$ cat config.mk
export PLATFORM = sky130hd
export DESIGN_NAME = player_projectile_flat
export DESIGN_NICKNAME = d
export VERILOG_FILES = /design/src/rtl/player_projectile_if.sv /design/src/rtl/player_projectile.sv /design/src/flat_wrapper.sv
export SDC_FILE = /design/constraint.sdc
export NUM_CORES = 1
export LEC_CHECK = 0
export CELL_PAD_IN_SITES_DETAIL_PLACEMENT = 1
export CELL_PAD_IN_SITES_GLOBAL_PLACEMENT = 2
export CORE_ASPECT_RATIO = 0.9
export CORE_UTILIZATION = 33
export CTS_CLUSTER_DIAMETER = 60
export DETAILED_ROUTE_END_ITERATION = 7
export PLACE_DENSITY_LB_ADDON = 0.1
export SYNTH_ARGS = -nofsm -noshare
export SYNTH_HDL_FRONTEND = slang
export SYNTH_SLANG_ARGS = --single-unit
$ cat constraint.sdc
create_clock -name Clk -period 6.8 [get_ports Clk]
set_input_delay 1.02 -clock Clk [delete_from_list [all_inputs] [get_ports Clk]]
set_output_delay 1.02 -clock Clk [all_outputs]
set_load 0.01 [all_outputs]
$ cat src/rtl/player_projectile_if.sv
// Player projectile I/O bundle: fire/position/enemy inputs and projectile outputs.
// Latency: none, wires only.
// Backpressure: none; the signals are plain levels sampled once per frame.
interface player_projectile_if;
    logic       fire;
    logic       facing;
    logic [9:0] player_x;
    logic [9:0] player_y;
    logic [9:0] enemy_x;
    logic [9:0] enemy_y;
    logic       enemy_dead;
    logic       proj_active;
    logic [9:0] proj_x;
    logic [9:0] proj_y;
    logic       enemy_hit_en;

    // Game-logic side: drives player/enemy state, observes the projectile
    modport master (
        output fire, facing, player_x, player_y, enemy_x, enemy_y, enemy_dead,
        input  proj_active, proj_x, proj_y, enemy_hit_en
    );

    // Projectile block side
    modport slave (
        input  fire, facing, player_x, player_y, enemy_x, enemy_y, enemy_dead,
        output proj_active, proj_x, proj_y, enemy_hit_en
    );
endinterface

$ cat src/rtl/player_projectile.sv
// Single player projectile: launch, per-frame motion, enemy overlap and hit-level generation.
// Latency: updates one Clk after the registered frame edge (two Clk after frame_clk rises).
// Backpressure: none; fire is level-sampled in IDLE only, ignored elsewhere.
module player_projectile #(
    parameter int X_MAX           = 639,
    parameter int PROJ_SPEED      = 4,
    parameter int PROJ_HALF       = 4,
    parameter int ENEMY_HALF      = 16,
    parameter int HIT_FRAMES      = 120,
    parameter int COOLDOWN_FRAMES = 30
) (
    input  logic                 Clk,
    input  logic                 Reset,
    input  logic                 frame_clk,
    player_projectile_if.slave   bus
);

    localparam int CNT_MAX = (HIT_FRAMES > COOLDOWN_FRAMES) ? HIT_FRAMES : COOLDOWN_FRAMES;
    localparam int CNT_W   = ($clog2(CNT_MAX) < 1) ? 1 : $clog2(CNT_MAX);

    localparam logic [10:0]      REACH     = 11'(PROJ_HALF + ENEMY_HALF);
    localparam logic [10:0]      SPEED11   = 11'(PROJ_SPEED);
    localparam logic [10:0]      XMAX11    = 11'(X_MAX);
    localparam logic [9:0]       SPEED10   = 10'(PROJ_SPEED);
    localparam logic [CNT_W-1:0] HIT_LOAD  = CNT_W'(HIT_FRAMES - 1);
    localparam logic [CNT_W-1:0] COOL_LOAD = CNT_W'(COOLDOWN_FRAMES - 1);

    typedef enum logic [1:0] {
        IDLE     = 2'd0,
        FLIGHT   = 2'd1,
        CONTACT  = 2'd2,
        COOLDOWN = 2'd3
    } state_t;

    state_t           state, state_nxt;
    logic             dir, dir_nxt;
    logic [CNT_W-1:0] cnt, cnt_nxt;
    logic [9:0]       px_nxt, py_nxt;

    logic             frame_clk_delayed;
    logic             fe;

    logic [10:0]      px11, py11, ex11, ey11;
    logic [10:0]      dx, dy;
    logic             ovl;

    // Frame edge detector; fe is a one-Clk pulse and is suppressed while in reset
    always_ff @(posedge Clk) begin
        frame_clk_delayed <= frame_clk;
        if (Reset)
            fe <= 1'b0;
        else
            fe <= frame_clk & ~frame_clk_delayed;
    end

    // Bounding-box overlap on the current (pre-move) projectile position
    always_comb begin
        px11 = {1'b0, bus.proj_x};
        py11 = {1'b0, bus.proj_y};
        ex11 = {1'b0, bus.enemy_x};
        ey11 = {1'b0, bus.enemy_y};
        dx   = (px11 >= ex11) ? (px11 - ex11) : (ex11 - px11);
        dy   = (py11 >= ey11) ? (py11 - ey11) : (ey11 - py11);
        ovl  = (dx <= REACH) && (dy <= REACH);
    end

    // Next-state and next-datapath decode; everything holds unless fe is high
    always_comb begin
        state_nxt = state;
        dir_nxt   = dir;
        cnt_nxt   = cnt;
        px_nxt    = bus.proj_x;
        py_nxt    = bus.proj_y;
        if (fe) begin
            case (state)
                IDLE: begin
                    if (bus.fire) begin
                        dir_nxt   = bus.facing;
                        px_nxt    = bus.player_x;
                        py_nxt    = bus.player_y;
                        state_nxt = FLIGHT;
                    end
                end
                FLIGHT: begin
                    if (ovl && !bus.enemy_dead) begin
                        state_nxt = CONTACT;
                        cnt_nxt   = HIT_LOAD;
                    end else if (!dir && (({1'b0, bus.proj_x} + SPEED11) > XMAX11)) begin
                        state_nxt = COOLDOWN;
                        cnt_nxt   = COOL_LOAD;
                    end else if (dir && (bus.proj_x < SPEED10)) begin
                        state_nxt = COOLDOWN;
                        cnt_nxt   = COOL_LOAD;
                    end else if (!dir) begin
                        px_nxt = bus.proj_x + SPEED10;
                    end else begin
                        px_nxt = bus.proj_x - SPEED10;
                    end
                end
                CONTACT: begin
                    // Position stays locked to the contact point regardless of enemy motion
                    if (bus.enemy_dead || (cnt == '0)) begin
                        state_nxt = COOLDOWN;
                        cnt_nxt   = COOL_LOAD;
                    end else begin
                        cnt_nxt = cnt - 1'b1;
                    end
                end
                COOLDOWN: begin
                    if (cnt == '0)
                        state_nxt = IDLE;
                    else
                        cnt_nxt = cnt - 1'b1;
                end
                default: state_nxt = IDLE;
            endcase
        end
    end

    // State, datapath and registered outputs (outputs decoded from the next state)
    always_ff @(posedge Clk) begin
        if (Reset) begin
            state            <= IDLE;
            dir              <= 1'b0;
            cnt              <= '0;
            bus.proj_x       <= '0;
            bus.proj_y       <= '0;
            bus.proj_active  <= 1'b0;
            bus.enemy_hit_en <= 1'b0;
        end else begin
            state            <= state_nxt;
            dir              <= dir_nxt;
            cnt              <= cnt_nxt;
            bus.proj_x       <= px_nxt;
            bus.proj_y       <= py_nxt;
            bus.proj_active  <= (state_nxt == FLIGHT) || (state_nxt == CONTACT);
            bus.enemy_hit_en <= (state_nxt == CONTACT);
        end
    end

endmodule

$ cat src/flat_wrapper.sv
// flat-port wrapper written by rule: the top's interface ports become plain ports
module player_projectile_flat 
#(
    parameter int X_MAX           = 639,
    parameter int PROJ_SPEED      = 4,
    parameter int PROJ_HALF       = 4,
    parameter int ENEMY_HALF      = 16,
    parameter int HIT_FRAMES      = 120,
    parameter int COOLDOWN_FRAMES = 30
)
  (Clk, Reset, frame_clk, bus_fire, bus_facing, bus_player_x, bus_player_y, bus_enemy_x, bus_enemy_y, bus_enemy_dead, bus_proj_active, bus_proj_x, bus_proj_y, bus_enemy_hit_en);
  player_projectile_if bus_i ();
  input  logic Clk;
  input  logic Reset;
  input  logic frame_clk;
  input wire logic [$bits(bus_i.fire)-1:0] bus_fire;
  input wire logic [$bits(bus_i.facing)-1:0] bus_facing;
  input wire logic [$bits(bus_i.player_x)-1:0] bus_player_x;
  input wire logic [$bits(bus_i.player_y)-1:0] bus_player_y;
  input wire logic [$bits(bus_i.enemy_x)-1:0] bus_enemy_x;
  input wire logic [$bits(bus_i.enemy_y)-1:0] bus_enemy_y;
  input wire logic [$bits(bus_i.enemy_dead)-1:0] bus_enemy_dead;
  output wire logic [$bits(bus_i.proj_active)-1:0] bus_proj_active;
  output wire logic [$bits(bus_i.proj_x)-1:0] bus_proj_x;
  output wire logic [$bits(bus_i.proj_y)-1:0] bus_proj_y;
  output wire logic [$bits(bus_i.enemy_hit_en)-1:0] bus_enemy_hit_en;
  assign bus_i.fire = bus_fire;
  assign bus_i.facing = bus_facing;
  assign bus_i.player_x = bus_player_x;
  assign bus_i.player_y = bus_player_y;
  assign bus_i.enemy_x = bus_enemy_x;
  assign bus_i.enemy_y = bus_enemy_y;
  assign bus_i.enemy_dead = bus_enemy_dead;
  assign bus_proj_active = bus_i.proj_active;
  assign bus_proj_x = bus_i.proj_x;
  assign bus_proj_y = bus_i.proj_y;
  assign bus_enemy_hit_en = bus_i.enemy_hit_en;
  player_projectile #(.X_MAX(X_MAX), .PROJ_SPEED(PROJ_SPEED), .PROJ_HALF(PROJ_HALF), .ENEMY_HALF(ENEMY_HALF), .HIT_FRAMES(HIT_FRAMES), .COOLDOWN_FRAMES(COOLDOWN_FRAMES)) u_core (.Clk(Clk), .Reset(Reset), .frame_clk(frame_clk), .bus(bus_i));
endmodule
Word level (Yosys, flattened, before mapping)
Index checks and enable logic that the tools add are counted.

operators by class
  reductions and logical operators = 15
  magnitude comparators = 6
  equal/unequal tests = 11
  bitwise operators = 2
  mux-type cells = 22
  add/subtract/negate cells = 8

operator list
  kind                                                                      number
  10-bit 2-to-1 mux                                                         5
  10-bit by 10-bit subtractor with 11-bit output                            4
  7-bit 2-to-1 mux                                                          5
  11-bit by 5-bit <= comparator with 1-bit output (second input constant)   2
  11-bit 2-to-1 mux                                                         2
  7-bit case mux with 3 select lines                                        1
  10-bit greater-or-equal comparator                                        2
  10-bit case mux with 2 select lines                                       1
  2-bit 2-to-1 mux                                                          7
  10-bit by 3-bit adder with 11-bit output (second input constant)          1
  11-bit by 10-bit > comparator with 1-bit output (second input constant)   1
  10-bit by 3-bit adder with 10-bit output (second input constant)          1
  10-bit by 3-bit < comparator with 1-bit output (second input constant)    1
  2-bit inequality test (second input constant)                             5
  10-bit by 3-bit subtractor with 10-bit output (second input constant)     1
  2-bit case mux with 4 select lines                                        1
  7-bit logical NOT                                                         1
  7-bit by 1-bit subtractor with 7-bit output (second input constant)       1
  2-bit == test (second input constant)                                     3
  6-bit AND reduction                                                       1
  2-bit by 1-bit == test with 1-bit output (second input constant)          2
  1-bit logical AND                                                         4
  4-bit by 1-bit inequality test with 1-bit output (second input constant)  1
  4-bit AND reduction                                                       1
  other kinds (8)                                                           10

word-level totals
  word-level logic and storage cells = 73
  flip-flop bits (word level) = 34
  bits of input ports = 46

Logic depth before layout (Yosys ltp)
  word-level depth = 10
  gate-level depth with buffers = 17
  gate-level depth less buffers = 14

Worst setup path after synthesis
OpenSTA, ideal clock, no wires.

  path type = input to register
  start = in bus_enemy_x[5]
  end = reg u_core.bus.proj_active
  data arrival time = 3.895 ns
  setup time = 0.066 ns
  path slack = 2.838 ns
  data required time = 6.734 ns
  cell stages on the path = 15
  buffers on the path = 2
  cells stage by stage = ha_1 > buf_4 > nand2_1 > o41ai_2 > a21oi_2 > o21a_1 > buf_6 > mux2i_1 > xor2_1 > o41a_4 > o31ai_4 > nand3_1 > nand2_1 > ha_1 > nor2_1

between the ends
  longest elaborated chain between the ends = 10
  elaborated cells between the ends (all ways) = 13
  classes of those cells = add/sub: 2; order compare: 2; eq/ne: 2; mux: 4; reduce/logical: 3

ends and longest elaborated chain
  item                                                                                                  RTL line                    RTL
  start, declared                                                                                       flat_wrapper.sv:20          input wire logic [$bits(bus_i.enemy_x)-1:0] bus_enemy_x;
  10-bit by 10-bit subtractor with 11-bit output or 10-bit greater-or-equal comparator (tied branches)  player_projectile.sv:62     dx = (px11 >= ex11) ? (px11 - ex11) : (ex11 - px11);
  11-bit 2-to-1 mux (*)                                                                                 player_projectile.sv:62
  11-bit by 5-bit <= comparator with 1-bit output (*)                                                   player_projectile.sv:64     ovl = (dx <= REACH) && (dy <= REACH);
  1-bit logical AND (*)                                                                                 player_projectile.sv:64
  1-bit logical AND (*)                                                                                 player_projectile.sv:85     if (ovl && !bus.enemy_dead) begin
  2-bit 2-to-1 mux (*)                                                                                  player_projectile.sv:85
  2-bit case mux with 4 select lines (*)                                                                player_projectile.sv:75     case (state)
  2-bit 2-to-1 mux (*)                                                                                  player_projectile.sv:74     if (fe) begin
  via u_core.state_nxt[1]                                                                               player_projectile.sv:35     state_t state, state_nxt;
  2-bit by 1-bit == test with 1-bit output or 2-bit == test (tied branches)                             player_projectile.sv:136    bus.proj_active <= (state_nxt == FLIGHT) || (state_nxt == CONTACT);
  1-bit logical OR (*)                                                                                  player_projectile.sv:136
  end signal, assigned                                                                                  player_projectile.sv:136
  end, declared                                                                                         player_projectile_if.sv:26  output proj_active, proj_x, proj_y, enemy_hit_en

Mark *: on every way through the listed nets, which the timed path passes. The rest lies on a longest branch.
A chain may end at the register's enable or synchronous reset.

Final worst setup path
  start = in bus_enemy_y[8]
  end = reg u_core.bus.proj_active

between the ends
  longest elaborated chain between the ends = 10
  elaborated cells between the ends (all ways) = 13
  classes of those cells = add/sub: 2; order compare: 2; eq/ne: 2; mux: 4; reduce/logical: 3

ends and longest elaborated chain
  item                                                                                                  RTL line                  RTL
  start, declared                                                                                       flat_wrapper.sv:21        input wire logic [$bits(bus_i.enemy_y)-1:0] bus_enemy_y;
  10-bit by 10-bit subtractor with 11-bit output or 10-bit greater-or-equal comparator (tied branches)  player_projectile.sv:63   dy = (py11 >= ey11) ? (py11 - ey11) : (ey11 - py11);
  11-bit 2-to-1 mux (*)                                                                                 player_projectile.sv:63
  11-bit by 5-bit <= comparator with 1-bit output (*)                                                   player_projectile.sv:64
  1-bit logical AND (*)                                                                                 player_projectile.sv:64
  1-bit logical AND (*)                                                                                 player_projectile.sv:85
  2-bit 2-to-1 mux (*)                                                                                  player_projectile.sv:85
  2-bit case mux with 4 select lines (*)                                                                player_projectile.sv:75
  2-bit 2-to-1 mux (*)                                                                                  player_projectile.sv:74
  via u_core.state_nxt[1]                                                                               player_projectile.sv:35
  2-bit by 1-bit == test with 1-bit output or 2-bit == test (tied branches)                             player_projectile.sv:136
  1-bit logical OR (*)                                                                                  player_projectile.sv:136

Marked as above.

==> results.py <==
metrics = {
    "synth": {
        "yosys.area.top_type": "dfxtp_1",
        "synth_edf_count": 0,
        "yosysUniqueCellTypes": 70,
        "synth_nets": 618,
        "yosys-top-cells-count": "nand2_1 (74), inv_1 (54), a21oi_1 (49)",
        "netlist.area_leader.share_pct": 17.3,
        "yosys_warnings": 0,
        "syn_inst": 526,
        "syn_avg_cell_area_um2": 7.48,
        "synth_top_cells_by_area": "dfxtp_1 (17%), ha_1 (15%), nand2_1 (7.1%)",
        "synth-seq-cells": 34,
        "yosysSeqAreaShare_pct": 17.3,
        "syn_area_mm2": 0.00393,
        "postSynth.asyncResetShare_pct": 0,
        "synth_flop_cell": "dfxtp_1",
        "yosysMostFrequentCell": "nand2_1",
    },
    "critical_path": {
        "crit_path_end_kind": "flop",
        "arrival_ps": 5090,
        "r2r_cells": 14,
        "crit_fanout": 14,
        "crit_required_ps": 7020,
        "reg2reg_slack_ps": 2280,
        "timing.rr.end": "u_core.bus.proj_active$_SDFF_PP0_",
        "critPathKind": "primary input to flop",
        "start_kind": "primary input",
        "reg2reg_from": "u_core.bus.proj_x[4]$_SDFFE_PP0P_",
    },
    "grt": {
        "grt_max_degree": 36,
        "antenna_found_initial": 0,
        "gr-total-overflow": 0,
        "grt_pass1_vias": 4065,
        "grt_pass1_wl_um": 20900,
        "grtUsageTotal_pct": 21.6,
    },
    "route": {
        "wl_um": 12900,
        "wl_per_cell_um": 17.7,
        "dr.pass1.iters": 4,
        "ant_nets": 0,
        "via_count": 4040,
        "vias_per_cell": 5.53,
        "drtIter0Drc": 238,
        "drc": 0,
    },
    "timing": {
        "maxSlewHeadroom_pct": 29.5,
        "maxSlewViolCount": 0,
        "final.min_clock_period_ps": 4870,
        "finalSetupTns_ps": 0,
        "setup_viol": 0,
        "max_freq_mhz": 205,
        "fin_skew_ps": 5.78,
        "worst_slack_ps": 1930,
        "hold_slack_ps": 390,
        "finalCritPeriodShare_pct": 71.6,
        "hold_viol_final": 0,
        "worst_pin_slew_ps": 1050,
        "rsz0062_at_grt": "false",
    },
    "clocking": {
        "cts_setup_buffers": 0,
        "cts_buffers": 5,
        "cts_buffer_depth": 2,
        "cts-root-buf": "clkbuf_16",
        "clkSlewWorstSetupHoldPaths_ps": 60,
        "cts.repair.resized": 0,
        "cts_tree": "built",
        "clk_latency_ps": 280,
        "clock_sinks": 34,
        "h-tree-depth": 2,
        "hold_buffers": 0,
    },
    "hold_path": {
        "hold_depth": 1,
        "min-delay-start": "u_core.frame_clk_delayed$_DFF_P_",
        "min_to": "u_core.fe$_SDFF_PP0_",
        "hp-class": "flop to flop",
    },
    "placement": {
        "dp_hpwl_um": 10200,
        "place_area_mm2": 0.00460,
        "io_buffers": 67,
        "preCtsSetupSlack_ps": 1680,
        "place_congestion": 0.849,
        "placed_cells": 723,
    },
    "floorplan": {
        "floorplan.rows": 37,
        "io_pins": 68,
        "core_mm2": 0.0115,
        "initial_utilization_pct": 34.1,
        "die_h_um": 106,
        "die-area_mm2": 0.0124,
        "die_w_um": 117,
    },
    "cells_and_area": {
        "fill_cells": 1421,
        "final_cell_area_mm2": 0.00475,
        "antennaDiodeCount": 0,
        "layoutNonFillerInstCount": 731,
        "final_layout_size_suffix_gt1_share_pct": 6.96,
        "post-route-util_pct": 41.2,
        "syn_to_final_growth_pct": 20.9,
        "final_nets": 666,
    },
    "power": {
        "max-vdd-ir-drop_v": 0.0000800,
        "power_density_mw_per_mm2": 138,
        "finalPower_uw": 656,
        "p_leak_nw": 1.84,
    },
    "flow_run": {
        "maxCapViolations": 0,
    },
    "status": {
        "status": "completed",
    },
}
power breakdown:
part	switching [mW]	internal (mW)	leakage, nW	total, mW
clock network	0.0954	0.145	0.0729	0.241
registers	0.00932	0.204	0.275	0.213
logic	0.111	0.0905	1.49	0.202
total	0.216	0.440	1.84	0.656
state kept, by name (all words and copies together), names as in the netlist:
signal and flops:
u_core.bus.proj_active 1, u_core.bus.proj_y 10, u_core.cnt 7, u_core.bus.enemy_hit_en 1, u_core.state 2, u_core.bus.proj_x 10, u_core.dir 1, u_core.frame_clk_delayed 1
u_core.fe 1
cells in the final DEF, fill, tap and decap left out, drive strengths merged, types with 4 or more instances in the layout:
| master | count |
|---|---|
| clkdlybuf4s50 | 67 |
| dfxtp | 34 |
| o211ai | 4 |
| xor2 | 7 |
| inv | 54 |
| and4 | 4 |
| nand3 | 14 |
| clkbuf | 6 |
| or2 | 5 |
| o41ai | 4 |
| o2111ai | 5 |
| nor2 | 26 |
| o32ai | 10 |
| nand2 | 74 |
| nand2b | 5 |
| a211oi | 8 |
| xnor2 | 9 |
| o22ai | 4 |
| o21ai | 21 |
| o21a | 7 |
| and3 | 7 |
| a21oi | 54 |
| o31ai | 14 |
| nor3 | 15 |
| nor2b | 8 |
| mux2i | 4 |
| ha | 46 |
| a221oi | 9 |
| a31oi | 8 |
cell families after synthesis:
kind of cell               Yosys count  synth area share (%)
buffers and inverters               81                  10.3
xor gates and xnor gates            16                  3.56
adders and majority gates           46                  14.6
muxes                                5                  1.30
AOI/OAI and AO/OA                  173                  31.8
and+or+nand+nor                    171                  21.1
DFF                                 34                  17.3
worst max-delay path, cell delays in order:
cell and delay (ps):
clkdlybuf4s50_1 430, ha_1 450, nand4_1 240, o22ai_1 160, o21ai_1 260, nand2_1 150
o41ai_1 440, o2111ai_1 170, or4_4 480, o31ai_4 590, nand3_1 250, nand2_1 110
ha_1 230, nor2_1 90
worst max-delay path by stage:
stage | to | slack, ps | start | cells past startpoint
after floorplan | u_core.bus.proj_active$_SDFF_PP0_ | 2840 | bus_enemy_x[5] | 15
after global routing | u_core.bus.proj_active$_SDFF_PP0_ | 1600 | bus_enemy_y[8] | 14
after detailed placement | u_core.bus.proj_active$_SDFF_PP0_ | 1680 | bus_enemy_y[8] | 14
after global placement | u_core.bus.proj_active$_SDFF_PP0_ | 1760 | bus_enemy_y[8] | 14
after CTS | u_core.bus.proj_active$_SDFF_PP0_ | 1960 | bus_enemy_y[8] | 14
final | u_core.bus.proj_active$_SDFF_PP0_ | 1930 | bus_enemy_y[8] | 14
final cells by class:
cell class	instances	area [um^2]	area share [%]
multi-input combinational	411	2850	59.9
sequential	34	681	14.3
timing repair buffer	68	678	14.3
inverter	54	203	4.26
tap	156	195	4.11
clock buffer	6	139	2.92
clock inverter	2	12.5	0.263
metal layers:
layer  routed length (um)  GRT usage, %  vias up
li1                     -             -     2002
met2                 6010          35.4       83
met1                 6390          30.6     1948
met5                    0             0        -
met4                   61          2.98        0
met3                  479          2.76        7
Note: power is estimated with default switching activity, not from simulation.
